$ cat src/rtl/prog_counter_stack_if.sv
// Command/status bundle for the program counter with return-address stack.
// The controller side (master) issues PC commands; the counter (slave)
// reports the current PC and the stack status.
interface prog_counter_stack_if #(
  parameter int ADDR_W      = 6,
  parameter int STACK_DEPTH = 4
);
  localparam int LVL_W = $clog2(STACK_DEPTH + 1);

  logic              ce;
  logic              clear_PC;
  logic              load_PC;
  logic              call_PC;
  logic              ret_PC;
  logic              enable_PC;
  logic [ADDR_W-1:0] ADR_IN;
  logic [ADDR_W-1:0] ADR_OUT;
  logic [LVL_W-1:0]  stack_level;
  logic              stack_full;
  logic              stack_empty;
  logic              stack_err;

  modport master (
    output ce, clear_PC, load_PC, call_PC, ret_PC, enable_PC, ADR_IN,
    input  ADR_OUT, stack_level, stack_full, stack_empty, stack_err
  );

  modport slave (
    input  ce, clear_PC, load_PC, call_PC, ret_PC, enable_PC, ADR_IN,
    output ADR_OUT, stack_level, stack_full, stack_empty, stack_err
  );
endinterface

$ cat src/rtl/prog_counter_stack.sv
// Program counter with a small LIFO of return addresses.
// One command per enabled edge, fixed priority clear > load > call > ret > inc.
// Overflowing or underflowing the stack is a no-op that raises a sticky error.
module prog_counter_stack #(
  parameter int ADDR_W      = 6,
  parameter int STACK_DEPTH = 4,
  parameter int RESET_ADDR  = 0
) (
  input logic                   clk,
  input logic                   rst,
  prog_counter_stack_if.slave   bus
);
  localparam int LVL_W = $clog2(STACK_DEPTH + 1);
  localparam int PTR_W = (STACK_DEPTH > 1) ? $clog2(STACK_DEPTH) : 1;
  localparam logic [ADDR_W-1:0] RESET_PC = ADDR_W'(RESET_ADDR);
  localparam logic [LVL_W-1:0]  FULL_LVL = LVL_W'(STACK_DEPTH);

  logic [ADDR_W-1:0] pc_reg, pc_next;
  logic [LVL_W-1:0]  level_reg, level_next;
  logic              err_reg, err_next;
  logic              push_en;
  logic [ADDR_W-1:0] pc_inc;
  logic [ADDR_W-1:0] ret_addr;
  logic [PTR_W-1:0]  push_idx;
  logic              is_full, is_empty;

  // Entry storage: small register file, read combinationally so a return
  // completes in a single edge. Entries above the level are never read.
  logic [ADDR_W-1:0] stack_mem [STACK_DEPTH];

  assign pc_inc   = pc_reg + ADDR_W'(1);
  assign is_full  = (level_reg == FULL_LVL);
  assign is_empty = (level_reg == '0);
  assign push_idx = level_reg[PTR_W-1:0];

  // Select the top-of-stack entry (index level-1) as the return target.
  always_comb begin
    ret_addr = '0;
    for (int i = 0; i < STACK_DEPTH; i++) begin
      if (level_reg == LVL_W'(i + 1)) ret_addr = stack_mem[i];
    end
  end

  // Priority command decode producing next PC, level, error and push strobe.
  always_comb begin
    pc_next    = pc_reg;
    level_next = level_reg;
    err_next   = err_reg;
    push_en    = 1'b0;
    if (bus.ce) begin
      if (bus.clear_PC) begin
        pc_next = RESET_PC;
      end else if (bus.load_PC) begin
        pc_next = bus.ADR_IN;
      end else if (bus.call_PC) begin
        if (is_full) begin
          err_next = 1'b1;
        end else begin
          push_en    = 1'b1;
          level_next = level_reg + LVL_W'(1);
          pc_next    = bus.ADR_IN;
        end
      end else if (bus.ret_PC) begin
        if (is_empty) begin
          err_next = 1'b1;
        end else begin
          level_next = level_reg - LVL_W'(1);
          pc_next    = ret_addr;
        end
      end else if (bus.enable_PC) begin
        pc_next = pc_inc;
      end
    end
  end

  // PC, stack level and sticky error registers; reset discards the stack.
  always_ff @(posedge clk) begin
    if (rst) begin
      pc_reg    <= RESET_PC;
      level_reg <= '0;
      err_reg   <= 1'b0;
    end else begin
      pc_reg    <= pc_next;
      level_reg <= level_next;
      err_reg   <= err_next;
    end
  end

  // Push the return address (PC+1, wrapping) into the slot at the current level.
  always_ff @(posedge clk) begin
    if (!rst && push_en) stack_mem[push_idx] <= pc_inc;
  end

  assign bus.ADR_OUT     = pc_reg;
  assign bus.stack_level = level_reg;
  assign bus.stack_full  = is_full;
  assign bus.stack_empty = is_empty;
  assign bus.stack_err   = err_reg;
endmodule
$ cat src/flat_wrapper.sv
// flat-port wrapper written by rule: the top's interface ports become plain ports
module prog_counter_stack_flat 
#(
  parameter int ADDR_W      = 6,
  parameter int STACK_DEPTH = 4,
  parameter int RESET_ADDR  = 0
)
  (clk, rst, bus_ce, bus_clear_PC, bus_load_PC, bus_call_PC, bus_ret_PC, bus_enable_PC, bus_ADR_IN, bus_ADR_OUT, bus_stack_level, bus_stack_full, bus_stack_empty, bus_stack_err);
  prog_counter_stack_if #(.ADDR_W(ADDR_W), .STACK_DEPTH(STACK_DEPTH)) bus_i ();
  input logic clk;
  input logic rst;
  input wire logic [$bits(bus_i.ce)-1:0] bus_ce;
  input wire logic [$bits(bus_i.clear_PC)-1:0] bus_clear_PC;
  input wire logic [$bits(bus_i.load_PC)-1:0] bus_load_PC;
  input wire logic [$bits(bus_i.call_PC)-1:0] bus_call_PC;
  input wire logic [$bits(bus_i.ret_PC)-1:0] bus_ret_PC;
  input wire logic [$bits(bus_i.enable_PC)-1:0] bus_enable_PC;
  input wire logic [$bits(bus_i.ADR_IN)-1:0] bus_ADR_IN;
  output wire logic [$bits(bus_i.ADR_OUT)-1:0] bus_ADR_OUT;
  output wire logic [$bits(bus_i.stack_level)-1:0] bus_stack_level;
  output wire logic [$bits(bus_i.stack_full)-1:0] bus_stack_full;
  output wire logic [$bits(bus_i.stack_empty)-1:0] bus_stack_empty;
  output wire logic [$bits(bus_i.stack_err)-1:0] bus_stack_err;
  assign bus_i.ce = bus_ce;
  assign bus_i.clear_PC = bus_clear_PC;
  assign bus_i.load_PC = bus_load_PC;
  assign bus_i.call_PC = bus_call_PC;
  assign bus_i.ret_PC = bus_ret_PC;
  assign bus_i.enable_PC = bus_enable_PC;
  assign bus_i.ADR_IN = bus_ADR_IN;
  assign bus_ADR_OUT = bus_i.ADR_OUT;
  assign bus_stack_level = bus_i.stack_level;
  assign bus_stack_full = bus_i.stack_full;
  assign bus_stack_empty = bus_i.stack_empty;
  assign bus_stack_err = bus_i.stack_err;
  prog_counter_stack #(.ADDR_W(ADDR_W), .STACK_DEPTH(STACK_DEPTH), .RESET_ADDR(RESET_ADDR)) u_core (.clk(clk), .rst(rst), .bus(bus_i));
endmodule
$ cat config.mk
export PLATFORM = sky130hd
export DESIGN_NAME = prog_counter_stack_flat
export DESIGN_NICKNAME = d
export VERILOG_FILES = /design/src/rtl/prog_counter_stack_if.sv /design/src/rtl/prog_counter_stack.sv /design/src/flat_wrapper.sv
export SDC_FILE = /design/constraint.sdc
export NUM_CORES = 1
export LEC_CHECK = 0
export ABC_AREA = 1
export CORE_MARGIN = 5
export CORE_UTILIZATION = 62
export DETAILED_ROUTE_END_ITERATION = 8
export DONT_BUFFER_PORTS = 1
export HOLD_SLACK_MARGIN = 0.06
export PLACE_DENSITY = 0.83
export REMOVE_ABC_BUFFERS = 1
export SLEW_MARGIN = 20
export SYNTH_ARGS = -nofsm -noshare
export SYNTH_HDL_FRONTEND = slang
export SYNTH_SLANG_ARGS = --single-unit
$ cat constraint.sdc
create_clock -name clk -period 3.8 [get_ports clk]
set_input_delay 0.19 -clock clk [delete_from_list [all_inputs] [get_ports clk]]
set_output_delay 0.19 -clock clk [all_outputs]
set_load 0.005 [all_outputs]
Word level (Yosys, flattened, before mapping)
Memory sizes are Yosys's and may differ from the RTL's.
Index checks and enable logic that the tools add are counted.
- memories kept: 1
- bits in writable memories: 24
- output and inout bits: 12
- register bits: 10
- bits of input ports: 14
- word-level logic and storage cells: 53
- memory list (name ; words ; bits a word ; read ports ; clocked after Yosys merged registers in ; wr ports ; line ; text):
    u_core.stack_mem ; 4 ; 6 ; 4 ; 0 ; 1 ; prog_counter_stack.sv:29 ; logic [ADDR_W-1:0] stack_mem [STACK_DEPTH];
- bitwise logic cells: 2
- mux-type cells: 26
- reduce and logical (&&, ||, !) cells: 9
- add/sub/neg operators: 3
- equal/unequal tests: 9
- operators by type and width (operator ; count):
    6-bit 2-to-1 mux ; 11
    3-bit 2-to-1 mux ; 4
    6-bit AND reduction ; 2
    1-bit 2-to-1 mux ; 11
    6-bit by 1-bit adder with 6-bit output (second input constant) ; 1
    3-bit by 2-bit == test with 1-bit output (second input constant) ; 2
    5-bit inequality test (second input constant) ; 1
    5-bit nonzero test ; 1
    2-bit inequality test (second input constant) ; 2
    4-bit inequality test (second input constant) ; 1
    4-bit AND reduction ; 1
    2-bit nonzero test ; 2
    3-bit by 1-bit adder with 3-bit output (second input constant) ; 1
    3-bit by 1-bit == test with 1-bit output (second input constant) ; 1
    3-bit == test (second input constant) ; 1
    3-bit zero test ; 1
    3-bit by 1-bit subtractor with 3-bit output (second input constant) ; 1
    2-bit by 1-bit inequality test with 1-bit output (second input constant) ; 1
    1-bit inverter ; 2
    1-bit logical AND ; 1
    1-bit zero test ; 1

Logic depth before layout (Yosys ltp)
Gate-level depths: netlist (run 1).
- depth in word-level cells: 10
- gate-level depth with buffers: 13
- mapped depth without buffers: 12

Worst setup path before layout (run 1)
Ideal clock, no wire load.
- kind: flip-flop to flip-flop
- start: register u_core.level_reg[0] (netlist: u_core.bus.stack_level[0])
- end: memory u_core.stack_mem[0][0] (enable)
- clock period less this slack: 2.035 ns
- path buffers: 0
- slack: 1.765 ns
- cell stages (with the launch flop): 7
- data required time: 3.450 ns
- data arrival time: 1.686 ns
- setup time: 0.350 ns
- path through: dfxtp_1 > inv_1 > ha_1 > nand2_4 > inv_4 > or4_4 > nor2_1
- longest elaborated chain between the ends: 9
- ends and longest elaborated chain (element ; line ; text):
    start: declaration ; prog_counter_stack.sv:19 ; logic [LVL_W-1:0] level_reg, level_next;
    start signal: assignment ; prog_counter_stack.sv:84 ; level_reg <= level_next;
    3-bit == test ; prog_counter_stack.sv:32 ; assign is_full = (level_reg == FULL_LVL);
    named net bus_stack_full ; flat_wrapper.sv:21 ; output wire logic [$bits(bus_i.stack_full)-1:0] bus_stack_full;
    1-bit 2-to-1 mux ; prog_counter_stack.sv:56 ; if (is_full) begin
    1-bit 2-to-1 mux ; prog_counter_stack.sv:55 ; end else if (bus.call_PC) begin
    1-bit 2-to-1 mux ; prog_counter_stack.sv:53 ; end else if (bus.load_PC) begin
    1-bit 2-to-1 mux ; prog_counter_stack.sv:51 ; if (bus.clear_PC) begin
    1-bit 2-to-1 mux ; prog_counter_stack.sv:50 ; if (bus.ce) begin
    1-bit logical AND ; prog_counter_stack.sv:91 ; if (!rst && push_en) stack_mem[push_idx] <= pc_inc;
    1-bit 2-to-1 mux ; prog_counter_stack.sv:91 ;
    1-bit 2-to-1 mux (implied by the code) ; prog_counter_stack.sv:91 ;
    end: declaration ; prog_counter_stack.sv:29 ;
The timed path passes the listed nets, and every way through them passes these cells.

Final worst setup path (run 1)
- start: register u_core.level_reg[0] (netlist: u_core.bus.stack_level[0])
- end: memory u_core.stack_mem[3][4] (enable)
The elaborated chain is that of the path after synthesis.

==> impl_metrics.yaml, run 1 <==
min_path:
  whs_endpoint: "u_core.bus.ADR_OUT[3]"
  min_path_type: "in -> reg"
  min-delay-start: "bus_ret_PC"
  hold-path-cell-count: 4
routing:
  vias_per_cell: 5.18
  drc_errors: 0
  dr.pass1.iters: 4
  routed_wl_mm: 3.82
  wl_per_cell_um: 13.9
  ant_nets: 0
  vias: 1424
  drt_iter0_drc: 63
worst_setup_path:
  crit_arrival_ns: 2.26
  r2r.worst_path.cells: 6
  ff2ff_setup_slack_ns: 1.51
  cp-start-kind: "flop"
  end_kind: "flop"
  r2r-start: "u_core.bus.stack_level[0]"
  critPathMaxFanout: 9
  reg2reg_to: "u_core.stack_mem[3][4]"
  required_ns: 3.78
  crit_type: "reg -> reg"
floorplanning:
  dieArea_mm2: 0.00428
  start_util: 0.634
  core_mm2: 0.00300
  die_height_um: 65.4
  rows: 20
  die_x_um: 65.4
  ios: 26
sta:
  period_share: 0.602
  finalCriticalPeriod_ns: 2.29
  report.final.hold_viol_count: 0
  setup_viol: 0
  max_freq_ghz: 0.437
  worst_slack_ns: 1.51
  relSlewSlack: 0.472
  rsz0062_at_grt: "false"
  finClkSkew_ns: 0.00609
  finalSetupTns_ns: 0
  drv_slew: 0
  worst_pin_slew_ns: 0.789
logic_synthesis:
  yosysMostFrequentCell: "nand2_1"
  seq_area_frac_synth: 0.484
  ys_ff_latch: 34
  yosys_warnings: 0
  syn_inst: 239
  synth_edf_count: 24
  synthTopCellsByArea: "edfxtp_1, nand2_1, dfxtp_1, nor2_1, inv_1"
  synth_top_area_cell: "edfxtp_1"
  synth_flop_cell: "edfxtp_1"
  avgSynthCellArea_um2: 7.97
  synth_common_cells: "nand2_1, nor2_1, inv_1"
  ys_async_sr_fraction: 0
  synth_top_area_share: 0.378
  synth.distinct_cells: 30
  syn_area_mm2: 0.00190
clock_tree:
  htree_levels: 2
  clkTransAtPathRegs_ns: 0.10
  ctsHoldBuffers: 1
  tritoncts: "done"
  clock_sink_count: 34
  clk-insertion-delay-late_ns: 0.33
  cts_setup_buffers: 0
  numCtsBuffers: 5
  clockBufferDepth: 2
  cts-root-buf: "clkbuf_4"
  postCtsResizedCells: 0
grt:
  grt_util_all_layers: 0.204
  antenna_found_initial: 0
  grt_pass1_vias: 1424
  grt_max_degree: 13
  grt_overflow: 0
  grt_pass1_wl_mm: 6.63
final_layout:
  antenna_cells: 0
  post-route-util: 0.657
  area_growth_pct: 3.61
  drive_gt1_frac: 0.0950
  layout.nets: 262
placed_design:
  port_buffers: 0
  gp_congestion: 0.865
  place_ws_ns: 1.51
  dpl.hpwl_mm: 2.91
power_and_ir_drop:
  p_per_area_mw_per_mm2: 340
  irDropWorstVdd_mv: 0.204
  power_leakage_nw: 0.843
  power_w: 0.000670
outcome:
  status: "complete, no violations"
job:
  maxCapViolCount: 0
## flip-flops by register name, indices dropped and copies added (netlist names)
signal	count
u_core.bus.stack_err	1
u_core.stack_mem	24
u_core.bus.ADR_OUT	6
u_core.bus.stack_level	3
## worst max path at each step
| stage | startpoint | endpoint | slack [ns] |
|---|---|---|---|
| finish | u_core.bus.stack_level[0] | u_core.stack_mem[3][4] | 1.51 |
| global route | u_core.bus.stack_level[0] | u_core.stack_mem[3][4] | 1.38 |
| CTS | u_core.bus.stack_level[0] | u_core.stack_mem[3][0] | 1.50 |
| detailed placement | u_core.bus.stack_level[0] | u_core.stack_mem[3][5] | 1.51 |
| global placement | u_core.bus.stack_level[0] | u_core.stack_mem[3][5] | 1.59 |
| floorplan | u_core.bus.stack_level[0] | u_core.stack_mem[0][0] | 1.76 |
## cell usage in the layout (no fill, tap or decap), types with 2 or more instances in the layout
| cell | netlist | layout |
|---|---|---|
| nand2_1 | 64 | 64 |
| nor2_1 | 47 | 47 |
| inv_1 | 31 | 31 |
| edfxtp_1 | 24 | 24 |
| nand3_1 | 12 | 12 |
| a21oi_1 | 10 | 10 |
| dfxtp_1 | 10 | 10 |
| ha_1 | 7 | 7 |
| clkbuf_4 | 1 | 5 |
| o21ai_0 | 4 | 4 |
| nand3_2 | 3 | 3 |
| or2_2 | 3 | 3 |
| nand4_1 | 2 | 2 |
| xnor2_1 | 2 | 2 |
| a21oi_2 | 2 | 2 |
## kinds of logic after synthesis
group / count (synthesis) / synth area share
AND/OR/NAND/NOR: 139 / 0.323
XOR/XNOR: 2 / 0.00920
buffers and inverters: 39 / 0.0854
adder cells (fa/ha/maj): 7 / 0.0460
AO/OA/AOI/OAI: 18 / 0.0526
flip-flops: 34 / 0.484
## critical path, stage by stage, from the launching register on
cell and delay (ns):
dfxtp_1 0.40, inv_1 0.13, ha_1 0.26, nand2_4 0.14
inv_4 0.08, or4_4 0.51, nor2_1 0.42
## power by group
group          internal, W  total [W]  leakage, nW  switching [W]
registers         0.000401   0.000409        0.295     0.00000767
logic            0.0000230  0.0000698        0.519      0.0000468
clock network    0.0000688   0.000192       0.0286       0.000123
## routing by layer
metal	global-route usage	wire length [um]
met5	0	0
met3	0.0513	167
met2	0.334	1830
met1	0.266	1790
met4	0.0648	33
## through the flow
stage | hold WS (ns) | instances | instance area (um2)
finish | 0.0868 | 275 | 1970
global route | 0.0953 | 275 | 1970
CTS | 0.0826 | 275 | 1970
detailed placement | 0.256 | 266 | 1910
global placement | 0.254 | 266 | 1910
floorplan | 0.252 | 233 | 1870
## area by class of cell
type	instances	area [um2]
well taps	33	41.3
fillers	254	1030
multi-input cells	166	821
clock buffers	5	37.5
clock inverters	3	16.3
repair buffers	1	10.0
flip-flops and latches	34	921
inverters	33	126
No activity file was read; power rests on OpenSTA's default activity.
==> inputs of run 2 (changes only) <==
ABC_AREA = 0   (was 1)
clock period = 2.3 ns   (was 3.8 ns; I/O delays follow)
==> impl_metrics.yaml, run 2 <==
min_path:
  hold-path-cell-count: 3
  min_path_type: "in -> reg"
worst_setup_path:
  cp-start-kind: "flop"
  crit_type: "reg -> reg"
  crit_buf_inv: 2
  cp_num_cells: 8
  r2r.worst_path.cells: 8
  required_ns: 2.54
  critPathMaxFanout: 6
  end_kind: "flop"
  cp_cell_sequence: "inv_1 > ha_1 > nand2_4 > inv_2 > o21ai_0 > o21ai_4 > and2_4 > a22o_1"
  cp_slowest_cell: "dfxtp_1"
  crit_family: "compound AO/OA/AOI/OAI gates"
  crit_arrival_ns: 2.37
  slowest_delay_ns: 0.45
clock_tree:
  cts_setup_buffers: 0
  cts-root-buf: "clkbuf_4"
  numCtsBuffers: 5
  htree_levels: 2
  clkTransAtPathRegs_ns: 0.10
  clock_sink_count: 34
  clk-insertion-delay-late_ns: 0.34
  clockBufferDepth: 2
  tritoncts: "done"
logic_synthesis:
  synth_flop_cell: "edfxtp_1"
  syn_inst: 147
  yosys_warnings: 0
  synth_common_cells: "edfxtp_1, nor2_1, dfxtp_1"
  ys_ff_latch: 34
  synth_xor_area_frac: 0.0300
  seq_area_frac_synth: 0.526
  synthTopCellsByArea: "edfxtp_1, dfxtp_1, ha_1, a221oi_1, nor2_1"
  yosys.area_share.simple: 0.153
  synthMuxAreaShare: 0.00572
  syn_area_mm2: 0.00175
  synth_fa_ha_area_frac: 0.0500
  synth_edf_count: 24
  avgSynthCellArea_um2: 11.9
  synth.distinct_cells: 45
  ys_async_sr_fraction: 0
  yosysMostFrequentCell: "edfxtp_1"
  synth_top_family_by_area: "compound AO/OA/AOI/OAI gates"
  synth-compound-area-share: 0.182
  synth_top_area_share: 0.412
  synth_top_area_cell: "edfxtp_1"
final_layout:
  drive_gt1_frac: 0.138
  largest_register_ffs: 24
  area_growth_pct: 8.08
  mostFrequentLayoutCells: "edfxtp_1, nor2_1, dfxtp_1"
  multi_input_area_um2: 742
  seqCellArea_um2: 921
  layout.nets: 179
  top_register: "u_core.stack_mem"
  mostFrequentLayoutCell: "edfxtp_1"
  antenna_cells: 0
  nFillCells: 199
  final_area_mm2: 0.00189
grt:
  grt_pass1_vias: 1198
  use_met1: 0.283
  use_met2: 0.340
  antenna_found_initial: 0
  grt_pass1_wl_mm: 6.49
  gr-usage-met3: 0.0870
  busiest_layer: "met2"
  grt_overflow: 0
  grt_util_all_layers: 0.218
  grt_max_degree: 13
power_and_ir_drop:
  switching_power_w: 0.000274
  comb_power_share: 0.103
  power_w: 0.00110
  irDropWorstVdd_mv: 0.573
  swShare: 0.249
  p_seq_frac: 0.611
  intPower_w: 0.000828
  power_leakage_nw: 0.667
  clkPwrFrac: 0.286
  p_per_area_mw_per_mm2: 582
placed_design:
  port_buffers: 0
  dpl.hpwl_mm: 2.88
  gp_congestion: 0.865
  place_area_mm2: 0.00176
routing:
  wl_per_cell_um: 21.3
  drt_iter0_drc: 66
  vias_per_cell: 6.47
  drc_errors: 0
  routed_wl_mm: 4.04
  ant_nets: 0
  vias: 1230
  dr.pass1.iters: 4
job:
  maxCapViolCount: 0
floorplanning:
  die_height_um: 63.1
  die_x_um: 63.1
  start_util: 0.640
  ios: 26
  dieArea_mm2: 0.00399
  core_mm2: 0.00273
  rows: 19
sta:
  drv_slew: 0
  whs_ns: 0.0817
  report.final.hold_viol_count: 0
  worst_pin_slew_ns: 0.488
  finClkSkew_ns: 0.00557
  max_freq_ghz: 0.469
  setup_viol: 0
  finalSetupTns_ns: 0
  period_share: 0.926
  rsz0062_at_grt: "false"
  relSlewSlack: 0.672
  finalCriticalPeriod_ns: 2.13
outcome:
  status: "complete, no violations"
-- run 2: kinds of logic (layout without fill, tap and decap cells) --
family	count (synthesis)	count (layout)
buf+inv	17	29
flops	34	34
fa+ha+maj	7	7
xor+xnor	6	6
mux	1	1
simple gates	44	44
compound gates	38	38
-- run 2: final timing paths --
check | startpoint | end | slack, ns
max | u_core.bus.stack_level[0] | u_core.bus.ADR_OUT[3] | 0.17
min | bus_ADR_IN[3] | u_core.bus.ADR_OUT[3] | 0.08
max reg2reg | u_core.bus.stack_level[0] | u_core.bus.ADR_OUT[3] | 0.17
min reg2reg | u_core.bus.stack_err | u_core.bus.stack_err | 0.53
-- run 2: cell type report --
cell class                      count  area share
Sequential cell                    34       0.487
Multi-Input combinational cell     96       0.392
Timing Repair Buffer               11      0.0542
Clock buffer                        6      0.0218
Tap cell                           31      0.0205
Inverter                           10      0.0198
Clock inverter                      2     0.00463
-- run 2: stage by stage --
step | util | instances | worst slack, ns
6_report | 0.692 | 190 | 0.170
5_1_grt | 0.692 | 190 | 0.00162
4_1_cts | 0.690 | 190 | 0.0549
3_5_place_dp | 0.642 | 174 | 0.0635
3_3_place_gp | 0.642 | 174 | 0.219
2_1_floorplan | - | 140 | 0.453
-- run 2: what timing repair did --
action                                  CTS  global route
hold buffers                              8             0
gates resized for setup                   0             1
endpoints found under the setup margin    0            24
hold endpoints to repair                 10             0
-- run 2: power groups by stage --
stage | clock network, W | registers (W) | logic, W
2_1_floorplan | 0 | 0.000685 | 0.0000722
3_3_place_gp | 0 | 0.000687 | 0.0000918
3_5_place_dp | 0 | 0.000687 | 0.0000956
4_1_cts | 0.000314 | 0.000673 | 0.000111
5_1_grt | 0.000347 | 0.000675 | 0.000123
6_report | 0.000315 | 0.000673 | 0.000113
-- run 2: layer usage --
metal,up-vias,wire (um)
li1,575,-
met1,601,1660
met2,48,2010
met3,6,319
met4,0,51
met5,-,0
-- run 2: worst min-delay path, stage by stage --
cell,delay (ns)
inv_1,0.04
a2bb2oi_1,0.06
a22o_1,0.17
